`src/rtl/tk1_spi_master.sv`:
```
`default_nettype none
// ============================================================================
// Module  : tk1_spi_master
// Brief   : Memory-mapped SPI mode-0 byte engine (MSB first) for the tk1 core.
// Revision: 1.0 - initial release
// ============================================================================
module tk1_spi_master #(
    parameter int CLK_DIV = 2
) (
    input  logic        clk,
    input  logic        reset,
    input  logic        cs,
    input  logic        we,
    input  logic [7:0]  address,
    input  logic [31:0] write_data,
    output logic [31:0] read_data,
    output logic        ready,
    output logic        spi_ss,
    output logic        spi_sck,
    output logic        spi_mosi,
    input  logic        spi_miso
);

    typedef enum logic [1:0] {
        IDLE = 2'd0,
        LOW  = 2'd1,
        HIGH = 2'd2,
        DONE = 2'd3
    } state_t;

    localparam logic [7:0] ADDR_EN   = 8'h80;
    localparam logic [7:0] ADDR_XFER = 8'h81;
    localparam logic [7:0] ADDR_DATA = 8'h82;
    localparam logic [7:0] DIV_LAST  = 8'(CLK_DIV - 1);

    state_t      state;
    logic [7:0]  tx_reg;
    logic [7:0]  rx_reg;
    logic [7:0]  shift_reg;
    logic [2:0]  bit_ctr;
    logic [7:0]  div_ctr;
    logic        unused_wdata;

    assign unused_wdata = &{1'b0, write_data[31:8]};
    assign ready        = cs;

    always_comb begin
        read_data = 32'h0;
        if (cs) begin
            case (address)
                ADDR_EN:   read_data = {31'h0, ~spi_ss};
                ADDR_XFER: read_data = {31'h0, state == IDLE};
                ADDR_DATA: read_data = {24'h0, rx_reg};
                default:   read_data = 32'h0;
            endcase
        end
    end

    // Bus writes are only honoured in IDLE; MOSI is a register that tracks
    // tx_reg[7] outside a transfer so the first bit is set up early.
    always_ff @(posedge clk) begin
        if (reset) begin
            state     <= IDLE;
            spi_ss    <= 1'b1;
            spi_sck   <= 1'b0;
            spi_mosi  <= 1'b0;
            tx_reg    <= 8'h0;
            rx_reg    <= 8'h0;
            shift_reg <= 8'h0;
            bit_ctr   <= 3'd0;
            div_ctr   <= 8'd0;
        end else begin
            case (state)
                IDLE: begin
                    spi_sck <= 1'b0;
                    if (cs && we) begin
                        case (address)
                            ADDR_EN: spi_ss <= ~write_data[0];
                            ADDR_DATA: begin
                                tx_reg   <= write_data[7:0];
                                spi_mosi <= write_data[7];
                            end
                            ADDR_XFER: begin
                                shift_reg <= tx_reg;
                                bit_ctr   <= 3'd0;
                                div_ctr   <= 8'd0;
                                state     <= LOW;
                            end
                            default: ;
                        endcase
                    end
                end
                LOW: begin
                    if (div_ctr == DIV_LAST) begin
                        div_ctr <= 8'd0;
                        spi_sck <= 1'b1;
                        state   <= HIGH;
                    end else begin
                        div_ctr <= div_ctr + 8'd1;
                    end
                end
                HIGH: begin
                    if (div_ctr == DIV_LAST) begin
                        // Falling edge of SCK: capture MISO, present next bit.
                        shift_reg <= {shift_reg[6:0], spi_miso};
                        div_ctr   <= 8'd0;
                        spi_sck   <= 1'b0;
                        if (bit_ctr == 3'd7) begin
                            spi_mosi <= tx_reg[7];
                            state    <= DONE;
                        end else begin
                            spi_mosi <= shift_reg[6];
                            bit_ctr  <= bit_ctr + 3'd1;
                            state    <= LOW;
                        end
                    end else begin
                        div_ctr <= div_ctr + 8'd1;
                    end
                end
                DONE: begin
                    rx_reg <= shift_reg;
                    state  <= IDLE;
                end
                default: state <= IDLE;
            endcase
        end
    end

endmodule
`default_nettype wire
```
`config.mk`:
```
export PLATFORM = sky130hd
export DESIGN_NAME = tk1_spi_master
export DESIGN_NICKNAME = d
export VERILOG_FILES = /design/src/rtl/tk1_spi_master.sv
export SDC_FILE = /design/constraint.sdc
export NUM_CORES = 1
export LEC_CHECK = 0
export ABC_CLOCK_PERIOD_IN_PS = 2020
export CORE_MARGIN = 4
export CORE_UTILIZATION = 46
export CTS_CLUSTER_SIZE = 20
export DETAILED_ROUTE_END_ITERATION = 8
export PLACE_DENSITY = 0.8
export SLEW_MARGIN = 40
export SYNTH_ARGS = -nofsm -noshare
export SYNTH_HDL_FRONTEND = slang
export SYNTH_SLANG_ARGS = --single-unit
```
`constraint.sdc`:
```
create_clock -name clk -period 2.02 [get_ports clk]
set_input_delay 0.202 -clock clk [delete_from_list [all_inputs] [get_ports clk]]
set_output_delay 0.202 -clock clk [all_outputs]
set_load 0.02 [all_outputs]
```
==> results by stage, run 1 <==
Route:
- The length of the first detailed-routing pass in iterations is 4.
- After detailed routing, the total wire length is ~5200 um.
- The number of nets with antenna violations after detailed routing is 0.
- The total via count after detailed routing is 2001.
- For this block, the initial DRC count from the detailed router was 152.
- Dividing the detail-routed via count by the number of cells gives between 5 and 6.
- The routed length per instance is 13.79 um.
- For this run, design rule violations remaining after detail routing come to 0.

Setup path:
- Along the worst path, the maximum fanout reaches 5.
- The longest individual stage delay on the worst path is 390 ps.
- The worst setup path is captured at an output pin.
- Across all register-to-register paths, the minimum setup slack is 210 ps.
- The critical path's slowest cell is sky130_fd_sc_hd__dfxtp_2.
- The path type of the worst setup path is reg2out.
- In this run the critical register-to-register path is launched from state[0].
- The number of cells on the worst reg-to-reg path is 8.
- The worst setup path is launched from a register.
- Traced cell by cell, the critical path runs through inv_1 -> ha_1 -> a21oi_1 -> o21ai_0 -> and3_1 -> dlygate4sd2_1.
- STA puts the critical path data arrival time at 1700 ps.
- The endpoint required time on the critical path is 1820 ps.
- In this run the worst setup path begins at state[0].
- The endpoint identified for the worst register-to-register timing path is shift_reg[5].
- Following the worst setup path forward leads to its endpoint at read_data[0].

Clock network:
- The clock root buffer is sky130_fd_sc_hd__clkbuf_8.
- The clock reaches the later pin of the worst-skew pair after 300 ps.
- In this run the number of H-tree levels came out at 2.
- The maximum count of clock buffers along a single path is 2.
- The number of buffers inserted for hold repair after clock tree synthesis is 0.
- Clock tree synthesis inserted a total of 5 buffers.
- The tree built by TritonCTS fans out to 40 sinks.
- TritonCTS built the clock tree.
- The buffers inserted during post-CTS setup optimization is 0.
- Clock-pin slew was measured on the worst setup and hold paths at roughly 70 ps.

Place:
- The worst-case setup slack after placement is -344.8 ps.
- Detailed placement finished with a half-perimeter wire length of 3834 um.
- The congestion estimate from routability-driven global placement came to roughly 0.85.
- In this run the cell area measured after placement is between 2000 and 3000 um2.
- Port buffering added 32 buffers.
- The number of cells in the design after placement is 366.

Power and ir drop:
- Of the total power, registers draw 0.418.
- For this design the ratio of total power to cell area is 810.2 nW/um2.
- Across the VDD grid, the largest voltage drop is between 500 and 600 uV.
- Of the total power, combinational logic draws 0.347.
- Overall power consumption after layout is estimated at 2.301 mW.
- The clock network power share is 0.235.
- The net switching share of the total power is 0.3683.
- The internal power of the cells totals 1.454 mW.
- For this design the static power due to leakage is 1.104 nW.
- Summed over all nets, the switching power comes to 0.8476 mW.

Global route:
- The remaining global-route overflow is 0.
- The number of antenna violations at the first check in global routing came to 0.
- In the global route stage, overall resource usage came out at 0.1705.
- The pin count of the biggest net entering global routing is 24.
- The first global-routing pass estimated about 8700 um of wire.
- The number of global-route vias before repair is 1917.

STA:
- The largest clock skew in the final design is 12.34 ps.
- The tightest hold path in the finished design has a slack of 479.4 ps.
- Setup repair after global routing left no endpoint under its margin.
- After routing, the total negative slack on setup checks comes to 0 ps.
- The count of final max-slew check failures is 0.
- The clock period could shrink to 1900 ps.
- For this run, the top clock speed supported by timing is ~530 MHz.
- The number of hold-slack violations in the final timing report came to 0.
- Headroom to the max-slew limit came out at 0.6397.
- The final worst slack is 120.2 ps.
- Setup violations remaining at the end of the flow were counted as 0.
- The transition at the pin with the smallest max-transition slack is 540.4 ps.
- Of the available clock period, the critical path in the final layout requires 0.9405.

Yosys:
- The share of flip-flops with an asynchronous set or reset after synthesis is 0.
- The synthesized area per cell is 9.121 um2.
- The summed instance area of the synthesized netlist is 2362 um2.
- Synthesis instantiated 44 different standard cells from the library.
- Synthesis produced a netlist whose cell count is 259.
- Yosys mapped a number of flops with a built-in enable equal to 0.
- Synthesis inferred 40 register bits.
- The synthesis warning total is 0.
- The share of the yosys chip area belonging to registers is 0.3390.
- For this run, the leading register cell type out of synthesis is sky130_fd_sc_hd__dfxtp_1.

Cells and area:
- The area growth from synthesis to layout is 20.23%.
- The multi-input logic area is 1364 um2.
- The total non-filler cell area in the finished layout is 2840 um2.
- The core utilization of the finished layout is 0.5858.
- The number of antenna diodes is 0.
- In the final layout, the share of cells above drive strength 1 is 0.1857.
- For this run, the post-layout net count is 361.
- Summing all flip-flop and latch instances after layout gives 803.3 um2.
- The final instance count without filler cells is between 300 and 400.
- Counting the fill cells in the layout gives 436.

Floorplanning:
- The floorplan step defined a die boundary enclosing 6346 um2.
- The core region is 4848 um2.
- The width of the chip is 79.66 um.
- 81 I/O pins were placed.
- The die is 79.66 um tall.
- The initial core utilization is 0.4872.
- The number of standard-cell rows in the floorplan is 25.

Hold path:
- The min-delay analysis places its worst path in the category reg2reg.

Status:
- The flow ran to the end, and the final reports show no timing, DRC or antenna violations.

Run:
- Max-cap violations in this run came to 0.
## repair_timing
item / CTS / global route
endpoints found under the hold margin: 0 / 0
gates resized for setup: 14 / 13
endpoints found under the setup margin: 8 / 8
## worst min-delay path by stage
stage / start / end / slack, ps / depth (start not counted)
2_1_floorplan: write_data[0] / spi_ss / 330 / 1
3_5_place_dp: bit_ctr[2] / bit_ctr[2] / 480 / 2
6_report: bit_ctr[2] / bit_ctr[2] / 480 / 2
4_1_cts: bit_ctr[2] / bit_ctr[2] / 490 / 2
5_1_grt: bit_ctr[1] / bit_ctr[1] / 510 / 2
3_3_place_gp: bit_ctr[2] / bit_ctr[2] / 460 / 2
## routing by layer
| metal | vias to the layer above | routed length, um | track usage |
|---|---|---|---|
| li1 | 989 | - | - |
| met5 | - | 0 | 0 |
| met4 | 0 | 53 | 0.06873 |
| met3 | 8 | 261 | 0.04176 |
| met1 | 944 | 2190 | 0.1994 |
| met2 | 60 | 2650 | 0.2963 |
## cells in the mapped netlist (6+ instances only)
| library cell | instances | area, um2 |
|---|---|---|
| sky130_fd_sc_hd__ha_1 | 10 | 125.1 |
| sky130_fd_sc_hd__buf_4 | 28 | 210.2 |
| sky130_fd_sc_hd__dfxtp_1 | 40 | 800.8 |
| sky130_fd_sc_hd__inv_1 | 8 | 30.03 |
| sky130_fd_sc_hd__nand2_1 | 7 | 26.28 |
| sky130_fd_sc_hd__mux2i_1 | 25 | 250.2 |
| sky130_fd_sc_hd__a31oi_1 | 7 | 43.79 |
| sky130_fd_sc_hd__nor2_1 | 23 | 86.33 |
| sky130_fd_sc_hd__o21ai_0 | 8 | 40.04 |
| sky130_fd_sc_hd__a311oi_1 | 6 | 52.55 |
| sky130_fd_sc_hd__and2_1 | 8 | 50.05 |
| sky130_fd_sc_hd__nand3_1 | 18 | 90.09 |
| sky130_fd_sc_hd__a21oi_1 | 18 | 90.09 |
## cell families (layout without fill, tap and decap cells)
group	after synthesis	after routing	share of synthesized area
simple gates	78	78	0.1907
compound gates	59	59	0.1812
buf+inv	46	71	0.1287
flops	40	40	0.3390
mux	25	25	0.1059
fa+ha+maj	10	10	0.05297
other cells	1	24	0.001587
## area by class of cell
type,instances,share of cell area
timing repair buffer,55,0.1652
clock inverter,3,0.007489
multi-input combinational,196,0.4802
sequential,40,0.2828
clock buffer,5,0.02423
tap,67,0.02952
inverter,8,0.01057
## power by group through the flow
stage	logic (mW)	clock network (mW)	registers, mW
3_3_place_gp	0.759	0	0.971
6_report	0.798	0.542	0.961
3_5_place_dp	0.779	0	0.975
5_1_grt	0.866	0.601	0.973
2_1_floorplan	0.649	0	0.949
4_1_cts	0.786	0.559	0.957
## critical path: cells and delay by family (launching register included)
kind,cells,cell delay (ps)
flip-flops,1,390
adder cells (fa/ha/maj),1,220
AND/OR/NAND/NOR,1,180
AO/OA/AOI/OAI,2,200
buffers and inverters,2,410
## cell usage in the layout, fill, tap and decap left out, drive strengths merged, types with 2 or more instances in the layout
cell type and count:
o21ai 9, nand4 4, mux2i 25, nand3b 2
o211ai 3, a31o 3, clkbuf 12, nand2 7
o311a 2, inv 9, and2 9, nor4b 2
nor3 5, a21oi 20, clkdlybuf4s50 24, nand3 18
nor2b 3, and3 2, a31oi 7, ha 10
buf 23, a311oi 8, dfxtp 40, nor2 23
conb 24, a41oi 2
No activity file was read; power rests on OpenSTA's default activity.
==> run 2, diff against run 1 <==
- CTS_CLUSTER_SIZE: 20 -> not set
==> results of run 2 <==
No change in the layout: final DEF, timing and power equal those of run 1.
==> run 3, diff against run 2 <==
- CORE_UTILIZATION: 46 -> 63
- DONT_BUFFER_PORTS: not set -> 1
- PLACE_DENSITY: 0.8 -> 0.79
- SLEW_MARGIN: 40 -> 20
==> results by stage, run 3 (synthesized netlist as in run 1, its figures left out) <==
Clock network:
- Once the clock tree was built, the setup fixing pass inserted 0 buffers.
- Buffers inserted to repair hold after CTS numbered 1.
- The maximum count of clock buffers along a single path is 2.
- The clock reaches the later pin of the worst-skew pair after 300 ps.
- The clock sink count is 40.
- The clock buffer count from CTS is 5.
- The H-tree was split into 2 levels.
- In this run, post-CTS repair resized a total of 0 instances.
- TritonCTS built the clock tree.
- The clock root buffer is sky130_fd_sc_hd__clkbuf_8.
- Clock-pin slew was measured on the worst setup and hold paths at 80 ps.

Global route:
- The pin count of the biggest net entering global routing is 38.
- The remaining global-route overflow is 0.
- The number of global-route vias before repair came to around 1700.
- The total global-route track usage is 0.1949.
- The first global-routing pass estimated 7721 um of wire.
- The number of antenna violations at the first check in global routing is 0.

STA:
- The largest clock skew in the final design is 5.027 ps.
- The setup TNS after final layout is 0 ps.
- The count of final max-slew check failures is 0.
- The count of final setup violators is 0.
- Of the available clock period, the critical path in the final layout requires 0.9434.
- The highest clock rate is 524.7 MHz.
- The tightest hold margin is 15.62 ps.
- The number of hold-slack violations in the final timing report came to 0.
- The relative max-transition margin is 0.6441.
- Subtracting the final worst setup slack from the clock period gives approximately 1900 ps.
- For the pin with the worst max-slew slack, the measured transition is 533.9 ps.
- Setup repair after global routing left no endpoint under its margin.

Route:
- The routed length per instance is 15.16 um.
- For this run, design rule violations remaining after detail routing come to 0.
- Once detail routing completed, the nets flagged for antenna violations numbered 0.
- Dividing the detail-routed via count by the number of cells gives 5.806.
- The length of the first detailed-routing pass in iterations is 4.
- The total wire length after detailed routing is 4684 um.
- The routed layout has 1794 vias.
- The detailed router's first-iteration violation count is around 100.

Cells and area:
- The register area is 800.8 um2.
- The most frequent standard cell in the layout excluding fill and tap cells is sky130_fd_sc_hd__dfxtp_1.
- In the layout the commonest cells are 40 x sky130_fd_sc_hd__dfxtp_1, 25 x sky130_fd_sc_hd__mux2i_1, 24 x sky130_fd_sc_hd__conb_1.
- The total non-filler cell area in the finished layout is around 2500 um2.
- Of the cells placed in the final design, the portion with a size suffix greater than 1 is 0.1293.
- The count of filler cells inserted in the layout is 287.
- In the final design database the tool counted 317 nets.
- The repair_antennas step left the layout with diodes totalling 0.
- The area growth from synthesis to layout is 3.919%.
- The multi-input logic area is ~1300 um2.

Place:
- The final weighted congestion of routability-driven global placement is 0.7734.
- In this run the cell area measured after placement is 2320 um2.
- The post-detailed-placement half-perimeter wirelength is 3298 um.
- The quantity of I/O buffers inserted on ports is 0.

Hold path:
- The type of the most critical hold path is in2reg.
- The worst hold path terminates at state[1].
- The hold path startpoint is reset.
- The number of cells traversed by the worst hold path is 1.

Power and ir drop:
- The net switching share of the total power is 0.3515.
- The post-layout total power is 2.352 mW.
- For this design the ratio of total power to cell area is 958.2 nW/um2.
- The worst IR drop on VDD is 789.4 uV.
- The net load switching power is 0.8269 mW.
- The share of total power dissipated in the clock network is 0.284.
- The reported leakage power is just over 0.9 nW.
- The share of total power dissipated in combinational logic is 0.310.
- The share of power burned in registers is 0.406.
- The internal power contribution is 1.525 mW.

Setup path:
- STA classifies the critical path endpoint as an output pin.
- The endpoint required time on the critical path is 1820 ps.
- The critical path's slowest cell is sky130_fd_sc_hd__dfxtp_1.
- Tracing the worst setup path back leads to its startpoint at state[0].
- The worst setup path is launched from a register.
- The cell family contributing the most delay on the critical path is flip-flops.
- The path type of the worst setup path is reg2out.
- The endpoint of the worst register-to-register path is shift_reg[1].
- The number of cells on the worst reg-to-reg path is 7.
- Counting both buffers and inverters, the worst setup path holds a total of 1.
- The top fanout value on the critical path is 7.
- Traced cell by cell, the critical path runs through inv_1 -> ha_1 -> a21oi_1 -> o21ai_0 -> and3_1.
- The startpoint of the worst register-to-register path is state[0].
- The reg-to-reg setup timing slack is 180 ps.
- The longest individual stage delay on the worst path is 360 ps.
- STA puts the critical path data arrival time at about 1700 ps.

Floorplanning:
- The y dimension of the die is 69.24 um.
- The initial utilization of the core area, before any placement, comes to 0.6811.
- The floorplan step defined a die boundary enclosing roughly 4800 um2.
- The die is 69.24 um wide.
- The number of standard-cell rows in the floorplan is 21.
- In this run the standard cell core region covers 3468 um2.
- The I/O pin count is 81.

Status:
- The run finished with clean final reports.

Run:
- The max-cap check violation count is 0.
run 3: final cells by class:
| type | instances | area share |
|---|---|---|
| sequential | 40 | 0.3262 |
| multi-input combinational | 196 | 0.5474 |
| inverter | 8 | 0.01223 |
| tap | 46 | 0.02345 |
| clock inverter | 3 | 0.01886 |
| timing repair buffer | 11 | 0.04383 |
| clock buffer | 5 | 0.02803 |
run 3: worst max-delay path by stage:
stage | to | slack (ps) | cells after the start
2_1_floorplan | shift_reg[6] | 320 | 6
3_3_place_gp | state[0] | 260 | 5
3_5_place_dp | shift_reg[1] | 200 | 6
4_1_cts | read_data[0] | 110 | 5
5_1_grt | shift_reg[1] | 20 | 6
6_report | read_data[0] | 110 | 5
run 3: through the flow:
stage / setup WS [ps] / instances / util
floorplan: 324.0 / 282 / -
global placement: 264.8 / 300 / 0.6688
detailed placement: 200.6 / 300 / 0.6688
CTS: 105.1 / 309 / 0.7078
global route: 20.78 / 309 / 0.7078
finish: 114.3 / 309 / 0.7078
run 3: layer usage:
layer | vias to the layer above | wire length, um | global-route usage | share of wire
met5 | - | 0 | 0 | 0
met1 | 848 | 2039 | 0.2295 | 0.44
li1 | 898 | - | - | -
met3 | 7 | 239 | 0.05072 | 0.051
met4 | 0 | 77 | 0.07809 | 0.016
met2 | 41 | 2327 | 0.3347 | 0.50
run 3: power by group through the flow:
stage / Sequential (mW) / Clock [mW] / Combinational, mW
2_1_floorplan: 0.949 / 0 / 0.649
3_3_place_gp: 0.969 / 0 / 0.681
3_5_place_dp: 0.972 / 0 / 0.702
4_1_cts: 0.953 / 0.679 / 0.723
5_1_grt: 0.965 / 0.709 / 0.802
6_report: 0.954 / 0.669 / 0.730
